## src/rtl/reg_counter.sv

```systemverilog
// Parametrised PC/address register: write with configurable delay pipeline, inc/dec by STEP, clear, wrap and terminal-count flags.
// Optional saturating arithmetic is enabled with macro REG_COUNTER_SAT_EN.
module reg_counter #(
  parameter int unsigned WIDTH     = 16,
  parameter int unsigned STEP      = 1,
  parameter int unsigned WR_DELAY  = 1,
  parameter int unsigned RESET_VAL = 0
) (
  input  logic             clk,
  input  logic             rst,
  input  logic             reg_write_en,
  input  logic             reg_inc_en,
  input  logic             reg_dec_en,
  input  logic             reg_clr_en,
  input  logic [WIDTH-1:0] data_in,
  input  logic [WIDTH-1:0] tc_val,
  output logic [WIDTH-1:0] data_out,
  output logic             wrap,
  output logic             tc,
  output logic             wr_pending
);

  localparam int unsigned XW = WIDTH + 1;
  localparam logic [WIDTH-1:0] STEP_W = WIDTH'(STEP);
  localparam logic [WIDTH-1:0] RST_W  = WIDTH'(RESET_VAL);

  logic [WIDTH-1:0] r_data;
  logic             r_wrap;
  logic             w_mat_vld;
  logic [WIDTH-1:0] w_mat_dat;
  logic [XW-1:0]    w_sum;
  logic [XW-1:0]    w_diff;
  logic [WIDTH-1:0] w_nxt_data;
  logic             w_nxt_wrap;

  generate
    if (WR_DELAY == 0) begin : g_no_dly
      assign w_mat_vld  = reg_write_en;
      assign w_mat_dat  = data_in;
      assign wr_pending = 1'b0;
    end else begin : g_dly
      logic [WR_DELAY-1:0] r_vld;
      logic [WIDTH-1:0]    r_dat [WR_DELAY];

      // Valid bits are reset so in-flight writes are discarded.
      always_ff @(posedge clk) begin
        if (rst) begin
          r_vld <= '0;
        end else begin
          r_vld[0] <= reg_write_en;
          for (int i = 1; i < int'(WR_DELAY); i++) begin
            r_vld[i] <= r_vld[i-1];
          end
        end
      end

      always_ff @(posedge clk) begin
        r_dat[0] <= data_in;
        for (int i = 1; i < int'(WR_DELAY); i++) begin
          r_dat[i] <= r_dat[i-1];
        end
      end

      assign w_mat_vld  = r_vld[WR_DELAY-1];
      assign w_mat_dat  = r_dat[WR_DELAY-1];
      assign wr_pending = |r_vld;
    end
  endgenerate

  // Carry/borrow lands in bit WIDTH of the extended result.
  assign w_sum  = {1'b0, r_data} + {1'b0, STEP_W};
  assign w_diff = {1'b0, r_data} - {1'b0, STEP_W};

  // Priority: clear > single inc/dec > matured write > hold.
  always_comb begin
    w_nxt_data = r_data;
    w_nxt_wrap = 1'b0;
    if (reg_clr_en) begin
      w_nxt_data = RST_W;
    end else if (reg_inc_en && !reg_dec_en) begin
      w_nxt_data = w_sum[WIDTH-1:0];
      w_nxt_wrap = w_sum[WIDTH];
`ifdef REG_COUNTER_SAT_EN
      if (w_sum[WIDTH]) w_nxt_data = '1;
`endif
    end else if (reg_dec_en && !reg_inc_en) begin
      w_nxt_data = w_diff[WIDTH-1:0];
      w_nxt_wrap = w_diff[WIDTH];
`ifdef REG_COUNTER_SAT_EN
      if (w_diff[WIDTH]) w_nxt_data = '0;
`endif
    end else if (w_mat_vld) begin
      w_nxt_data = w_mat_dat;
    end
  end

  always_ff @(posedge clk) begin
    if (rst) begin
      r_data <= RST_W;
      r_wrap <= 1'b0;
    end else begin
      r_data <= w_nxt_data;
      r_wrap <= w_nxt_wrap;
    end
  end

  assign data_out = r_data;
  assign wrap     = r_wrap;
  assign tc       = (r_data == tc_val);

endmodule
```

## config.mk

```make
export PLATFORM = sky130hd
export DESIGN_NAME = reg_counter
export DESIGN_NICKNAME = d
export VERILOG_FILES = /design/src/rtl/reg_counter.sv
export SDC_FILE = /design/constraint.sdc
export NUM_CORES = 1
export LEC_CHECK = 0
export ABC_AREA = 1
export BUFFER_PORTS_ARGS = -buffer_cell sky130_fd_sc_hd__buf_2
export CAP_MARGIN = 10
export CORE_ASPECT_RATIO = 1.1
export CORE_UTILIZATION = 50
export CTS_BUF_LIST = sky130_fd_sc_hd__clkbuf_2
export CTS_CLUSTER_SIZE = 40
export DETAILED_ROUTE_END_ITERATION = 16
export PLACE_DENSITY = 0.76
export SLEW_MARGIN = 20
export SYNTH_ARGS = -nofsm -noshare
export SYNTH_HDL_FRONTEND = slang
export SYNTH_SLANG_ARGS = --single-unit
```

## constraint.sdc

```tcl
create_clock -name clk -period 2.1 [get_ports clk]
set_clock_uncertainty 0.2 [all_clocks]
set_input_delay 0.315 -clock clk [delete_from_list [all_inputs] [get_ports clk]]
set_output_delay 0.315 -clock clk [all_outputs]
set_load 0.02 [all_outputs]
```

Yosys cells after proc, flatten, opt, wreduce, memory -nomap -nowiden --
Memory sizes are Yosys's and may differ from the RTL's. Index checks and enable logic that the tools add are counted.
Operators by class: add/subtract/negate cells 2, eq/ne operators 1, mux-type cells 5, reduce and logical (&&, ||, !) cells 6
Operator list (count):
- $mux 16 | 3
- $add 16x1->17 const B | 1
- $sub 16x1->17 const B | 1
- $eq 16x16->1 | 1
- $reduce_bool 3->1 | 1
- $logic_and 1x1->1 | 2
- $logic_not 1->1 | 2
- $mux 1 | 2
- $reduce_or 2->1 | 1
Storage, ports and cells: register bits 18, bits in writable memories 16, input port bits 38, word-level logic and storage cells 18, memories kept 1
Memories:
- g_dly.r_dat | words 1, width 16, read ports 1, clocked after memory_dff 0, wr ports 1, RTL line 43 | logic [WIDTH-1:0] r_dat [WR_DELAY];

Depth between registers and ports, before layout --
Gate-level depths: netlist of the first run.
depth after elaboration 4, depth in mapped cells 11

Worst setup path after synthesis of the first run --
OpenSTA, ideal clock, no wires.
kind reg-to-output, start point register r_data[13] (netlist: data_out[13]), end point output tc, arrival time 1.638 ns, data required time 1.585 ns, setup slack -0.053 ns, cell stages (with the launch flop) 5, path buffers 1, path through dfxtp_1 clkbuf_1 xnor2_1 nand4_1 nor4_1
Between the ends: cells in the longest elaborated chain, start to end 1
Ends and longest elaborated chain:
- start: declaration | RTL line 27 | logic [WIDTH-1:0] r_data;
- start signal: assignment | RTL line 102 | r_data <= w_nxt_data;
- $eq 16x16->1 | RTL line 109 | assign tc = (r_data == tc_val);
- end: declaration | RTL line 19 | output logic tc,
No other way between the ends.

Worst setup path in the final report of the first run --
start point register r_data[14] (netlist: data_out[14]), end point output tc
Same word-level chain as after synthesis.

==> metrics.yaml, run 1 <==
clock_network:
  cts_sinks: 34
  cts_tree: "done"
  clockRootBuffer: "clkbuf_2"
  cts_buffer_depth: 2
  clk_latency_ns: 0.39
  cts_made_buffers: 5
  htree_num_levels: 2
  clkTransAtPathRegs_ns: 0.18
floorplanning:
  start_util_pct: 53.4
  die_x_um: 64.7
  core_um2: 4050
  io_pins: 57
  dieArea_um2: 4600
  core.rowCount: 24
  die_y_um: 71.0
run:
  drv_cap: 0
synthesis:
  synthTopCellsByArea: "dfxtp_1 31%, nand2_1 12%, nand3_1 6.5%, inv_1 5.9%, xnor2_1 5.7%"
  syn_area_per_cell_um2: 6.76
  yosysSeqAreaShare_pct: 31.4
  synth.top_cell.area_share_pct: 31.4
  synth_edf_count: 0
  yosysTopAreaCell: "dfxtp_1"
  synth_nets: 360
  synthArstFlopShare_pct: 0
  synth-seq-cells: 34
  synth_cell_type_count: 33
  yosysWarnings: 0
  syn-cell-area_um2: 2160
  ys.flop_type: "dfxtp_1"
  synthCells: 320
power:
  peakVddDrop_uv: 470
  total_power_mw: 1.45
  power_density_nw_per_um2: 519
  p_leak_nw: 1.34
worst_setup_path:
  cp_top_family: "flip-flops"
  worstPathRequired_ns: 1.58
  crit_path_top_delay_cell: "dfxtp_1"
  cp-end-kind: "primary output"
  worst_setup_path_start_kind: "flop"
  max_stage_delay_ns: 0.48
  reg2reg_depth: 10
  critPathArrivalTime_ns: 1.62
  cp_num_cells: 4
  crit_path_max_fanout: 6
  path_buf_inv: 1
  cp_cell_sequence: "xnor2_1 > nand4_1 > nor4_2 > buf_4"
  criticalPathCategory: "flop to primary output"
status:
  violations: "negative setup slack"
  status: "finished with violations"
layout:
  drive_gt1_share_pct: 29.0
  fin_cells: 452
  finalInstanceArea_um2: 2790
  synthToLayoutAreaGrowth_pct: 29.0
  fin_nets: 439
  fin_util_pct: 68.9
  final_common_cell: "nand2_1"
  antennaDiodeCount: 0
  fill_cells: 378
  final_cell_mix: "69 x nand2_1, 55 x buf_2, 34 x inv_1, 30 x nor2_1, 28 x nand3_1"
placed_design:
  placed_cells: 423
  io_buffer_count: 56
  hpwlAfterDp_um: 4160
  place.gp.congestion: 0.880
  placed_cell_area_um2: 2490
route:
  top_layer: "met4"
  wl_met3_um: 358
  avgRoutedWirePerCell_um: 13.0
  first_pass_iters: 4
  dr_wl_met2_um: 2760
  via_count: 2325
  route.detailed.drc: 0
  drtIter0Drc: 189
  via_per_inst: 5.14
  wl_met1_um: 2710
  wl_um: 5900
  antenna_left: 0
sta:
  max_freq_ghz: 0.468
  period_share_pct: 102
  slew_violations: 0
  setup_viol: 1
  hold_slack_ns: 0.118
  worst_slew_pin_slew_ns: 0.478
  rsz0062_at_grt: "true"
  relSlewSlack_pct: 68.1
  hold_viol: 0
  worst_slack_ns: -0.0379
  layout_min_cycle_time_ns: 2.14
global_route:
  grt_pass1_vias: 2123
  antenna_found_initial: 0
  grt-ovfl-total: 0
  grt_usage_pct: 26.6
  grt_max_degree: 17
  grt_pass1_wl_um: 9530
worst_hold_path:
  hp-class: "input pin to flop"
  hold_depth: 5
what timing repair did:
action                                 in CTS  in global routing
endpoints found under the hold margin      17                  0
pin swaps                                   0                  4
setup endpoints to repair                   1                  1
hold buffers                               18                  0
resized for setup                          14                 11
buffers inserted                            0                  3
layout make-up:
type / count / area (um2) / area share [%]
timing repair buffer: 84 / 538 / 19.3
tap: 52 / 65.1 / 2.33
clock inverter: 2 / 8.76 / 0.314
clock buffer: 6 / 30.0 / 1.08
sequential: 34 / 717 / 25.7
inverter: 38 / 145 / 5.20
multi-input combinational: 236 / 1290 / 46.1
metrics by stage:
stage | TNS (ns) | worst slack, ns
3_5_place_dp | 0 | 0.178
4_1_cts | 0 | 0.00267
5_1_grt | -0.124 | -0.124
3_3_place_gp | 0 | 0.180
2_1_floorplan | 0 | 0.138
6_report | -0.0379 | -0.0379
worst paths after layout:
kind / slack [ns] / endpoint / from
hold reg to reg: 0.33 / data_out[10]$_SDFFE_PP0P_ / g_dly.r_dat[0][10]$_DFF_P_
hold / removal: 0.12 / data_out[1]$_SDFFE_PP0P_ / reg_clr_en
setup reg to reg: 0.26 / data_out[12]$_SDFFE_PP0P_ / data_out[0]$_SDFFE_PP0P_
setup / recovery: -0.04 / tc / data_out[14]$_SDFFE_PP0P_
state kept, by name, summed over array words and instances, names as in the netlist:
name	count
data_out	16
g_dly.r_dat	16
wr_pending	1
wrap	1
cells in the mapped netlist, types with 2 or more instances:
library cell  instances
buf_2                 6
a211oi_1              2
xor2_1                2
xnor2_1              14
inv_1                34
nor2_4                8
nand4_1              11
o21ai_1               5
o211ai_1              3
nand2_1              69
inv_2                 3
nor2_2                2
buf_6                 3
nor3_1                4
ha_1                  2
nor2_1               30
nand3_2               2
clkbuf_1              2
or2_2                 3
a21oi_1              20
dfxtp_1              34
o21ai_0              20
nand3_1              28
nand2_2               4
kinds of logic after synthesis:
kind of cell,Yosys count,share of synthesized area (%)
AO/OA/AOI/OAI,53,13.2
XOR/XNOR,16,6.47
adder cells (fa/ha/maj),2,1.16
buffers and inverters,50,10.3
flip-flops,34,31.4
AND/OR/NAND/NOR,165,37.3
power breakdown:
part / leakage [nW] / internal [mW] / switching, mW
sequential: 0.290 / 0.676 / 0.0411
combinational: 1.02 / 0.183 / 0.249
clock: 0.0304 / 0.0818 / 0.219
layer usage:
layer | track usage, % | vias up
met5 | 0 | -
met4 | 9.88 | 0
met3 | 4.35 | 6
met2 | 43.5 | 84
met1 | 34.9 | 1038
li1 | - | 1197
worst reg2reg max path: stages (launching register included):
cell     delay [ns]
dfxtp_4        0.40
inv_1          0.16
ha_1           0.23
nand2_1        0.13
nor2_4         0.17
nand4_1        0.12
nand2_1        0.08
nand2_1        0.05
nand2_1        0.05
nand2_1        0.05
a21oi_1        0.15
Power figures use the tool's default switching activity.
==> run 2: changes to the inputs <==
Settings changed: CORE_UTILIZATION 50 to 52, PLACE_DENSITY 0.76 to 0.79.
==> run 2 against run 1 <==
  * The run now ends clean
  * Non-clock buffer count grew 5
  * Combinational power rose by 5.6%
  * Maximum frequency increased by 4.3%
  * Largest cell class unchanged
==> metrics.yaml, run 2 (synthesis results as in run 1) <==
worst_setup_path:
  path_buf_inv: 1
  cp_cell_sequence: "xnor2_2 > and3_1 > nand4_1 > nor4_2 > buf_2"
  worstPathRequired_ns: 1.58
  timing.rr.end: "data_out[14]$_SDFFE_PP0P_"
  cp_top_family: "flip-flops"
  crit_path_top_delay_cell: "dfxtp_4"
  worst_setup_path_start_kind: "flop"
  criticalPathCategory: "flop to primary output"
  max_stage_delay_ns: 0.41
  r2r-start: "data_out[1]$_SDFFE_PP0P_"
  ff2ff_setup_slack_ns: 0.19
  cp-end-kind: "primary output"
  reg2reg_depth: 11
  crit_path_max_fanout: 7
  critPathArrivalTime_ns: 1.54
sta:
  period_share_pct: 97.6
  rsz0062_at_grt: "true"
  hold_viol: 0
  setup_viol: 0
  layout_min_cycle_time_ns: 2.05
  worst_slack_ns: 0.0498
  max_freq_ghz: 0.488
  slew_violations: 0
  relSlewSlack_pct: 64.5
  worst_slew_pin_slew_ns: 0.533
clock_network:
  clkTransAtPathRegs_ns: 0.18
  cts_made_buffers: 5
  clk_latency_ns: 0.38
  cts_tree: "done"
  htree_num_levels: 2
  cts_buffer_depth: 2
  cts_sinks: 34
  clockRootBuffer: "clkbuf_2"
placed_design:
  hpwlAfterDp_um: 4280
  placed_cells: 426
  place.gp.congestion: 0.857
  io_buffer_count: 56
  pre_cts_slack_ns: 0.189
worst_hold_path:
  whs_endpoint: "data_out[4]$_SDFFE_PP0P_"
  hp-class: "input pin to flop"
  hold_depth: 5
  hold_start: "reg_clr_en"
power:
  peakVddDrop_uv: 407
  power_density_nw_per_um2: 510
  p_leak_nw: 1.40
  total_power_mw: 1.47
floorplanning:
  io_pins: 57
  start_util_pct: 54.6
  die_x_um: 63.5
  dieArea_um2: 4430
  die_y_um: 69.7
  core_um2: 3960
  core.rowCount: 24
route:
  avgRoutedWirePerCell_um: 13.6
  route.detailed.drc: 0
  drtIter0Drc: 145
  wl_um: 6220
  via_per_inst: 5.36
  antenna_left: 0
  via_count: 2448
  first_pass_iters: 4
layout:
  final_cell_mix: "69 x nand2_1, 56 x buf_2, 33 x inv_1, 30 x nor2_1, 28 x nand3_1"
  antennaDiodeCount: 0
  fin_util_pct: 72.9
  synthToLayoutAreaGrowth_pct: 33.5
  fin_cells: 457
  fin_nets: 444
  fill_cells: 343
  final_common_cell: "nand2_1"
  drive_gt1_share_pct: 32.1
global_route:
  antenna_found_initial: 0
  grt_pass1_wl_um: 10100
  grt-ovfl-total: 0
  grt_usage_pct: 29.0
  grt_pass1_vias: 2192
  grt_max_degree: 16
status:
  status: "finished clean"
run:
  drv_cap: 0
## run 2: repair_timing
item / in CTS / in global routing
endpoints found under the setup margin: 1 / 1
hold buffers: 18 / 0
hold endpoints to repair: 17 / 0
gates resized for setup: 14 / 22
buffers inserted: 0 / 5
pin swaps: 0 / 3
## run 2: how the worst max path moves through the flow
stage / end / slack, ns / depth (start not counted) / start
floorplan: tc / 0.14 / 4 / data_out[13]$_SDFFE_PP0P_
global placement: data_out[14]$_SDFFE_PP0P_ / 0.28 / 10 / data_out[1]$_SDFFE_PP0P_
detailed placement: data_out[14]$_SDFFE_PP0P_ / 0.19 / 10 / data_out[1]$_SDFFE_PP0P_
CTS: tc / 0.003 / 4 / data_out[2]$_SDFFE_PP0P_
global route: tc / -0.08 / 5 / data_out[11]$_SDFFE_PP0P_
finish: tc / 0.05 / 5 / data_out[11]$_SDFFE_PP0P_
## run 2: cell type report
cell class	instances	area (um2)	share of cell area, %
inverters	38	145	5.02
well taps	52	65.1	2.25
repair buffers	89	573	19.8
multi-input cells	236	1340	46.4
clock inverters	2	8.76	0.303
clock buffers	6	30.0	1.04
flip-flops and latches	34	726	25.1
## run 2: per-stage QoR
stage	setup TNS [ns]	hold slack, ns	area [um2]
after floorplan	0	0.143	2170
after global placement	0	0.217	2510
after detailed placement	0	0.219	2510
after CTS	0	0.137	2760
after global routing	-0.0822	0.134	2890
final	0	0.136	2890
## run 2: worst min-delay path, stage by stage
cell      delay [ns]
buf_2           0.08
nor2_1          0.04
buf_4           0.15
o211ai_1        0.08
inv_1           0.04
## run 2: metal layers
metal  GRT usage [%]  part of all wire (%)
met1            39.6                    44
met2            45.2                    46
met3            5.43                   8.1
met4            10.6                   2.1
met5               0                     0
## run 2: where the power goes
group | switching (mW) | total, mW | internal, mW | leakage [nW]
Sequential | 0.0425 | 0.716 | 0.674 | 0.291
Clock | 0.219 | 0.301 | 0.0819 | 0.0304
Combinational | 0.259 | 0.456 | 0.197 | 1.08
Total | 0.521 | 1.47 | 0.953 | 1.40
